$ cat config.mk
export PLATFORM = sky130hd
export DESIGN_NAME = rx_datapath
export DESIGN_NICKNAME = d
export VERILOG_FILES = /design/src/rtl/uart_pkg.sv /design/src/rtl/bit_time_counter.sv /design/src/rtl/rx_datapath.sv
export SDC_FILE = /design/constraint.sdc
export NUM_CORES = 1
export LEC_CHECK = 0
export ABC_CLOCK_PERIOD_IN_PS = 10800
export CORE_MARGIN = 2
export CORE_UTILIZATION = 60
export CTS_BUF_LIST = sky130_fd_sc_hd__clkbuf_8
export CTS_CLUSTER_DIAMETER = 30
export DETAILED_ROUTE_END_ITERATION = 16
export PLACE_DENSITY = 0.85
export SYNTH_ARGS = -nofsm -noshare
export SYNTH_HDL_FRONTEND = slang
export SYNTH_SLANG_ARGS = --single-unit
$ cat constraint.sdc
create_clock -name clk -period 10.8 [get_ports clk]
set_input_delay 1.62 -clock clk [delete_from_list [all_inputs] [get_ports clk]]
set_output_delay 1.62 -clock clk [all_outputs]
set_load 0.05 [all_outputs]
$ cat src/rtl/uart_pkg.sv
// Shared UART receive-side sizing, parity-mode constants and frame-length helper.
package uart_pkg;

  localparam int unsigned CNT_W    = 19;
  localparam int unsigned MAX_BITS = 11;
  localparam int unsigned BC_W     = $clog2(MAX_BITS + 1);

  localparam logic EVEN = 1'b0;
  localparam logic ODD  = 1'b1;

  // Captured receive byte plus its error flags.
  typedef struct packed {
    logic [7:0] data;
    logic       perr;
    logic       ferr;
  } rx_frame_t;

  // Bit-time count per frame including start and stop bits.
  function automatic logic [BC_W-1:0] nbits(input logic eight, input logic pen);
    return BC_W'(9) + BC_W'(eight) + BC_W'(pen);
  endfunction

endpackage

$ cat src/rtl/bit_time_counter.sv
// Bit-time counter: half-bit timing during the start bit, full-bit timing afterwards.
module bit_time_counter #(
  parameter int unsigned CNT_W = uart_pkg::CNT_W
) (
  input  logic             clk,
  input  logic             reset,
  input  logic [CNT_W-1:0] k,
  input  logic             DoIt,
  input  logic             Start,
  output logic             Btu
);

  logic [CNT_W-1:0] btc_q;
  logic [CNT_W-1:0] btc_d;
  logic [CNT_W-1:0] target;

  always_comb begin
    target = Start ? ((k >> 1) - CNT_W'(1)) : (k - CNT_W'(1));
    Btu    = DoIt && (btc_q == target);
    btc_d  = (!DoIt || Btu) ? '0 : btc_q + CNT_W'(1);
  end

  always_ff @(posedge clk or negedge reset) begin
    if (!reset) begin
      btc_q <= '0;
    end else begin
      btc_q <= btc_d;
    end
  end

endmodule

$ cat src/rtl/rx_datapath.sv
// UART receive datapath: bit counting, serial shift, frame capture and status flags.
module rx_datapath #(
  parameter int unsigned CNT_W    = uart_pkg::CNT_W,
  parameter int unsigned MAX_BITS = uart_pkg::MAX_BITS
) (
  input  logic             clk,
  input  logic             reset,
  input  logic             Rx,
  input  logic [CNT_W-1:0] k,
  input  logic             eight,
  input  logic             pen,
  input  logic             ohel,
  input  logic             DoIt,
  input  logic             Start,
  input  logic             read_clr,
  output logic             Btu,
  output logic             Done,
  output logic [7:0]       rx_data,
  output logic             rx_rdy,
  output logic             perr,
  output logic             ferr,
  output logic             ovf
);
  import uart_pkg::*;

  localparam int unsigned SR_W  = MAX_BITS - 1;
  localparam int unsigned BIT_W = $clog2(MAX_BITS + 1);

  logic [BIT_W-1:0] bc_q, bc_d;
  logic [SR_W-1:0]  sr_q, sr_d;
  logic             done_q, done_d;
  rx_frame_t        frm_q, frm_d;
  logic             rdy_q, rdy_d;
  logic             ovf_q, ovf_d;

  logic [BIT_W-1:0] n_bits;
  logic [SR_W-1:0]  frame;
  logic [7:0]       data_bits;
  logic             par_bit;
  logic             stop_bit;
  logic             cap;

  bit_time_counter #(.CNT_W(CNT_W)) u_btc (
    .clk   (clk),
    .reset (reset),
    .k     (k),
    .DoIt  (DoIt),
    .Start (Start),
    .Btu   (Btu)
  );

  // Right-align the received bits so data always starts at index 0.
  always_comb begin
    n_bits    = BIT_W'(nbits(eight, pen));
    frame     = sr_q >> (BIT_W'(MAX_BITS) - n_bits);
    data_bits = eight ? frame[7:0] : {1'b0, frame[6:0]};
    par_bit   = frame[BIT_W'(7) + BIT_W'(eight)];
    stop_bit  = frame[n_bits - BIT_W'(2)];
    Done      = DoIt && (bc_q == n_bits);
    cap       = Done && !done_q;
  end

  always_comb begin
    bc_d   = bc_q;
    sr_d   = sr_q;
    done_d = Done;
    frm_d  = frm_q;
    rdy_d  = cap | (rdy_q & ~read_clr);
    ovf_d  = read_clr ? 1'b0 : (ovf_q | (cap & rdy_q));

    if (!DoIt) begin
      bc_d = '0;
    end else if (Btu) begin
      bc_d = bc_q + BIT_W'(1);
    end

    // The start-bit sample is not part of the frame.
    if (Btu && !Start) begin
      sr_d = {Rx, sr_q[SR_W-1:1]};
    end

    if (cap) begin
      frm_d.data = data_bits;
      frm_d.perr = pen & (^data_bits ^ par_bit ^ ohel);
      frm_d.ferr = ~stop_bit;
    end
  end

  always_ff @(posedge clk or negedge reset) begin
    if (!reset) begin
      bc_q   <= '0;
      sr_q   <= '0;
      done_q <= 1'b0;
      frm_q  <= '0;
      rdy_q  <= 1'b0;
      ovf_q  <= 1'b0;
    end else begin
      bc_q   <= bc_d;
      sr_q   <= sr_d;
      done_q <= done_d;
      frm_q  <= frm_d;
      rdy_q  <= rdy_d;
      ovf_q  <= ovf_d;
    end
  end

  assign rx_data = frm_q.data;
  assign perr    = frm_q.perr;
  assign ferr    = frm_q.ferr;
  assign rx_rdy  = rdy_q;
  assign ovf     = ovf_q;

endmodule
# After elaboration in Yosys (flattened, before gate mapping)
# Index checks and enable logic that the tools add are counted.
# Widths: inputs -> output; s select.
[op_classes] addsub=9 n_mul=0 div=0 n_lt_le_gt_ge=2 n_eq_ne=3 n_shift=1 n_mux=10 bitwise=9 reduce_logical=9
[op_table] cell="$mux 19" n=2
[op_table] cell="$add 19x1->19 const B" n=1
[op_table] cell="$eq 19x19->1" n=1
[op_table] cell="$sub 18x1->19 const B" n=1
[op_table] cell="$sub 19x1->19 const B" n=1
[op_table] cell="$lt 4x5->1 const B" n=2
[op_table] cell="$shr 10x4->10" n=1
[op_table] cell="$bmux 1 s4" n=2
[op_table] cell="$mux 4" n=2
[op_table] cell="$mux 8" n=1
[op_table] cell="$reduce_xor 8->1" n=1
[op_table] cell="$add 3x1->4 const A" n=1
[op_table] cell="$add 4x1->4" n=1
[op_table] cell="$add 4x1->4 const A" n=1
[op_table] cell="$add 4x1->4 const B" n=1
[op_table] cell="$eq 4x4->1" n=1
[op_table] cell="$logic_and 1x1->1" n=4
[op_table] cell="$sub 4x2->4 const B" n=1
[op_table] cell="$sub 4x4->4 const A" n=1
[op_table] cell="$and 1x1->1" n=3
[op_table] cell="$logic_not 1->1" n=3
[op_table] cell="$mux 1" n=3
[op_table] cell="$ne 2x1->1 const B" n=1
[op_table] cell="$not 1->1" n=2
[op_table] cell="other kinds (3)" n=5
[totals] reg_bits=46 latchBits=0 ramBits=0 mem_bits_ro=0 input_bits=28 output_inout_bits=14 elab_cells=52 mem_count=0

# Logic depth before layout (Yosys ltp)
[depth] depth_word=9 mapped_depth=15 depth_no_buf=10

# By module
# A second synthesis with hierarchy kept.
[hier_totals] cells_unflattened=383 area_unflattened_um2=3538.4
[by_module_without_submodules] module="bit_time_counter" instances=1 cells_each=272 area_per_inst_um2=2072.0 seq_area_each_um2=475.5
[by_module_without_submodules] module="rx_datapath" instances=1 cells_each=111 area_per_inst_um2=1466.4 seq_area_each_um2=675.6

# Worst setup path before layout
# Ideal clock, no wire load.
[synth_timing] path_kind="input to output" from="input port Start" to="output port Btu" t_arrival_ns=6.387 t_required_ns=9.180 slack_ns=2.793 cell_stages=13 path_buffers=4 path_cell_list="buf_2 buf_2 buf_2 buf_2 mux2i_1 ha_1 nor2b_1 nand3_4 o31a_1 or4_1 or4_4 a211o_2 nor4_1"
[synth_between] elab_chain_len=3
[synth_rtl] item="start: declaration" line_no="rx_datapath.sv:14" rtl="input logic Start,"
[synth_rtl] item="$mux 19" line_no="bit_time_counter.sv:18" rtl="target = Start ? ((k >> 1) - CNT_W'(1)) : (k - CNT_W'(1));"
[synth_rtl] item="$eq 19x19->1" line_no="bit_time_counter.sv:19" rtl="Btu = DoIt && (btc_q == target);"
[synth_rtl] item="$logic_and 1x1->1" line_no="bit_time_counter.sv:19"
[synth_rtl] item="end: declaration" line_no="rx_datapath.sv:16" rtl="output logic Btu,"
# Every way passes these cells.

# Final worst setup path
# Same ends and word-level chain as after synthesis.

==> results.md <==
Outcome:
- The run finished with clean final reports.

Synth:
- The number of enable-type register cells in the synthesized netlist is 0.
- Counting flops and latches in the post-synthesis netlist gives 46.
- The gate count of the mapped netlist is 387.
- Summed over its instances, the top area cell type makes up 32.6% of the synthesized netlist area.
- The post-synthesis average cell area is 9.13 µm².
- The most used flip-flop cell after synthesis is sky130_fd_sc_hd__dfrtp_1.
- The synthesized netlist occupies a cell area of 0.00353 mm².
- After synthesis, the share of flip-flops with an asynchronous set or reset is 100%.
- The share of the synthesized area in compound gates (AO/OA/AOI/OAI) is 11.2%.
- The library cell with the largest summed area after synthesis is sky130_fd_sc_hd__dfrtp_1.
- The dominant combinational cell family by area after synthesis is simple AND/OR/NAND/NOR gates.
- Of the total synthesized cell area, the portion taken by full adders, half adders and majority gates is 1.42%.
- The number of nets in the synthesized netlist is 419.
- During synthesis, Yosys emitted a total of 0 warnings.
- After synthesis, flip-flops and latches occupy 32.6% of the total area.
- By area the synthesized netlist is led by sky130_fd_sc_hd__dfrtp_1 33%, sky130_fd_sc_hd__xnor2_1 7.4%, sky130_fd_sc_hd__nand2_1 5.6%.
- The number of distinct standard cells referenced by the synthesized netlist is 60.
- After synthesis, the most frequently instantiated cells are 53 x sky130_fd_sc_hd__nand2_1, 46 x sky130_fd_sc_hd__dfrtp_1, 38 x sky130_fd_sc_hd__nor2_1.
- The post-synthesis xor/xnor area fraction is 11.6%.
- Summing the areas of all and, or, nand and nor instances in the mapped netlist gives 24.6% of the synthesized area.
- The fraction of synthesized area in multiplexers is 15.7%.
- The most repeated cell in the gate-level netlist after synthesis is sky130_fd_sc_hd__nand2_1.

Clock tree:
- The buffer cell driving the clock tree root is sky130_fd_sc_hd__clkbuf_8.
- TritonCTS built the clock tree.
- In this run, post-CTS repair resized a total of 0 instances.
- Clock tree synthesis found a total of 46 sinks.
- The clock passes through at most 2 buffers.
- The source-to-sink clock delay at the later pin of the worst-skew pair is 0.31 ns.
- In this run, post-CTS hold repair placed 0 buffers.
- After clock tree synthesis, the clock-pin slew on the worst setup and hold paths is 0.09 ns.
- The H-tree generated during clock tree synthesis spans 2 levels.
- The buffer count from post-CTS setup fixing is 0.
- The clock buffer count from CTS is 5.

Final layout:
- In the final design database the tool counted 453 nets.
- After filler insertion, the fill cell instance count of the layout stands at 408.
- The footprint of the multi-input gates is 0.00228 mm².
- Summing all flip-flop and latch instances after layout gives 0.00115 mm².
- In the final layout, the share of cells above drive strength 1 is 10.4%.
- For this run, the share of the core covered by cells in the final layout is 72.4%.
- The number of diodes added for antenna fixing is 0.
- The area growth from synthesis to layout is 14.8%.

Drt:
- The ratio of routed vias to standard cells is 6.13.
- The count of nets left with antenna violations once routing finished came out at 0.
- The average wire per cell in the routed design is 15.9 µm.
- The total wire length after detailed routing is 7.85 mm.
- After the first detailed-routing iteration, the DRC count stood at 208.
- The number of detailed-route iterations in the first pass is 5.
- The routed via count is 3030.
- The post-route DRC violation count is 0.

Job:
- Across the run, the number of max-cap violations was 0.

Pwr:
- For this design the total switching power over the nets is 0.100 mW.
- The clock network fraction of design power is 31.2%.
- The internal power summed over all cells is 0.248 mW.
- Power spread over the standard cell area amounts to 85.9 mW/mm².
- The design draws 0.349 mW.
- The fraction of power consumed by combinational cells is 18.7%.
- For this design the static power due to leakage is 1.68 nW.
- The share of power burned in registers is 50.1%.
- The switching fraction of total power is 28.7%.
- Across the VDD grid, the largest voltage drop is 0.0849 mV.

Global route:
- The pin count of the biggest net entering global routing is 47.
- The number of antenna violations at the first check in global routing is 0.
- The number of global-route vias before repair is 2884.
- The wire length of the first global-routing pass is 13.4 mm.
- The total track usage is 26.0%.
- After global routing the overflow that remains totals 0.

Floorplanning:
- The total core area is 0.00561 mm².
- The starting density of the core is 63.0%.
- The top-level port count is 42.
- The chip height is 80.8 µm.
- The number of core rows is 27.
- The area of the die is 0.00652 mm².
- The die is 80.8 µm wide.

Critical path:
- The worst setup path is of the primary input to primary output kind.
- Of all nets on the critical path, the largest fanout is 24.
- At the worst endpoint, the required time is 9.18 ns.
- For the worst setup path, the data arrival time is 6.92 ns.
- The signal on the critical path passes through clkdlybuf4s50_1 > buf_4 > mux2i_1 > ha_1 > nor2b_1 > nand3_4 > o31a_1 > or4_1 > or4_4 > a211o_2 > nor4_1 > clkdlybuf4s50_1.
- For this run, the slowest stage of the critical path takes 0.90 ns.
- The most used cell along the critical path is sky130_fd_sc_hd__clkdlybuf4s50_1.
- The cell type of the slowest stage on the worst timing path is sky130_fd_sc_hd__clkdlybuf4s50_1.
- The worst setup path is captured at a primary output.
- STA classifies the critical path startpoint as a primary input.

STA:
- The number of slew-limit violations in the final report is 0.
- Timing would allow up to 0.117 GHz.
- For the pin with the worst max-slew slack, the measured transition is 0.996 ns.
- The final critical path takes up 79.1% of the cycle.
- The worst path in the final design needs a cycle of 8.54 ns, including I/O delays and setup.
- Measured against its own limit, the worst slew margin works out to 33.6%.
- Setup repair after global routing left no endpoint under its margin.
- The final clock skew is 0.00491 ns.
- The count of endpoints failing hold in the final timing report is 0.
- Hold timing on the final database bottoms out at a slack of 0.488 ns.
- The sum of negative setup slack is 0 ns.
- The setup violation total in the final timing report is 0.

Hold path:
- The path class of the tightest hold or removal check is register to register.

Placed design:
- Routability-driven placement finished with a final weighted congestion of 0.911.
- During placement, the flow inserted port buffers numbering 41.
- After legalization and detailed placement, the total HPWL measured 5.88 mm.
-- per-layer routing --
metal	GRT usage (%)	part of all wire, %	vias to the layer above
met2	42.5	48	84
li1	-	-	1442
met3	3.44	4.3	7
met1	37.3	47	1497
met5	0	0	-
met4	5.59	0.74	0
-- placed cells by master, fill, tap and decap left out, drive strengths merged, types with 3 or more instances in the layout --
| cell type | count |
|---|---|
| nand3b | 3 |
| nand3 | 20 |
| mux2i | 19 |
| nor3 | 7 |
| o21ai | 9 |
| clkdlybuf4s50 | 40 |
| nor4 | 10 |
| or3 | 6 |
| xnor2 | 30 |
| mux2 | 15 |
| xor2 | 17 |
| a21oi | 8 |
| o31ai | 5 |
| nor2b | 3 |
| or4 | 4 |
| and3 | 7 |
| dfrtp | 46 |
| inv | 9 |
| o22ai | 3 |
| nand2b | 11 |
| clkbuf | 5 |
| ha | 4 |
| buf | 3 |
| o31a | 3 |
| mux4 | 7 |
| nor2 | 38 |
| a211o | 4 |
| a211oi | 4 |
| nand2 | 53 |
-- stage by stage --
step	std cells	setup WS [ns]	instance area [µm²]
floorplan	387	2.79	3530
global placement	486	2.47	3970
detailed placement	486	2.34	3970
CTS	494	2.32	4060
global route	494	2.04	4060
finish	494	2.26	4060
-- path summary, 6_finish.rpt --
| path | to | startpoint | slack, ns | cells after the start |
|---|---|---|---|---|
| setup / recovery | Btu | Start | 2.26 | 12 |
| hold / removal | rx_data[7]$_DFFE_PN0P_ | rx_data[7]$_DFFE_PN0P_ | 0.49 | 2 |
| setup reg to reg | sr_q[6]$_DFFE_PN0P_ | u_btc.btc_q[12]$_DFF_PN0_ | 7.47 | 8 |
| hold reg to reg | rx_data[7]$_DFFE_PN0P_ | rx_data[7]$_DFFE_PN0P_ | 0.49 | 2 |
| max in group asynchronous | u_btc.btc_q[14]$_DFF_PN0_ | reset | 8.71 | 1 |
| min in group asynchronous | u_btc.btc_q[0]$_DFF_PN0_ | reset | 1.47 | 1 |
-- layout make-up --
cell class	count	share of cell area (%)
Multi-Input combinational cell	317	56.2
Tap cell	72	2.22
Clock inverter	3	0.462
Clock buffer	5	1.70
Sequential cell	46	28.4
Inverter	8	0.740
Timing Repair Buffer	43	10.4
-- state kept, by name, summed over array words and instances (netlist names), 4 cells and up --
signal / flops
u_btc.btc_q: 19
sr_q: 10
rx_data: 8
bc_q: 4
-- cells by family (layout without fill, tap and decap cells) --
| logic type | count (synthesis) | count (layout) |
|---|---|---|
| AO/OA/AOI/OAI | 52 | 52 |
| XOR/XNOR | 47 | 47 |
| adder cells (fa/ha/maj) | 4 | 4 |
| buffers and inverters | 24 | 59 |
| flip-flops | 46 | 46 |
| multiplexers | 41 | 41 |
| AND/OR/NAND/NOR | 173 | 173 |
-- power by group through the flow --
stage / sequential, mW / combinational [mW] / clock, mW
after CTS: 0.175 / 0.0650 / 0.110
after global routing: 0.175 / 0.0719 / 0.116
final: 0.175 / 0.0652 / 0.109
after detailed placement: 0.178 / 0.0646 / 0
after global placement: 0.178 / 0.0627 / 0
after floorplan: 0.177 / 0.0406 / 0
-- critical path: cells and delay by family --
kind / cells / cell delay (ns)
AOI/OAI and AO/OA: 2 / 0.65
adders and majority gates: 1 / 0.28
muxes: 1 / 0.33
buffers and inverters: 3 / 2.19
and+or+nand+nor: 5 / 1.86
Power figures use the tool's default switching activity.
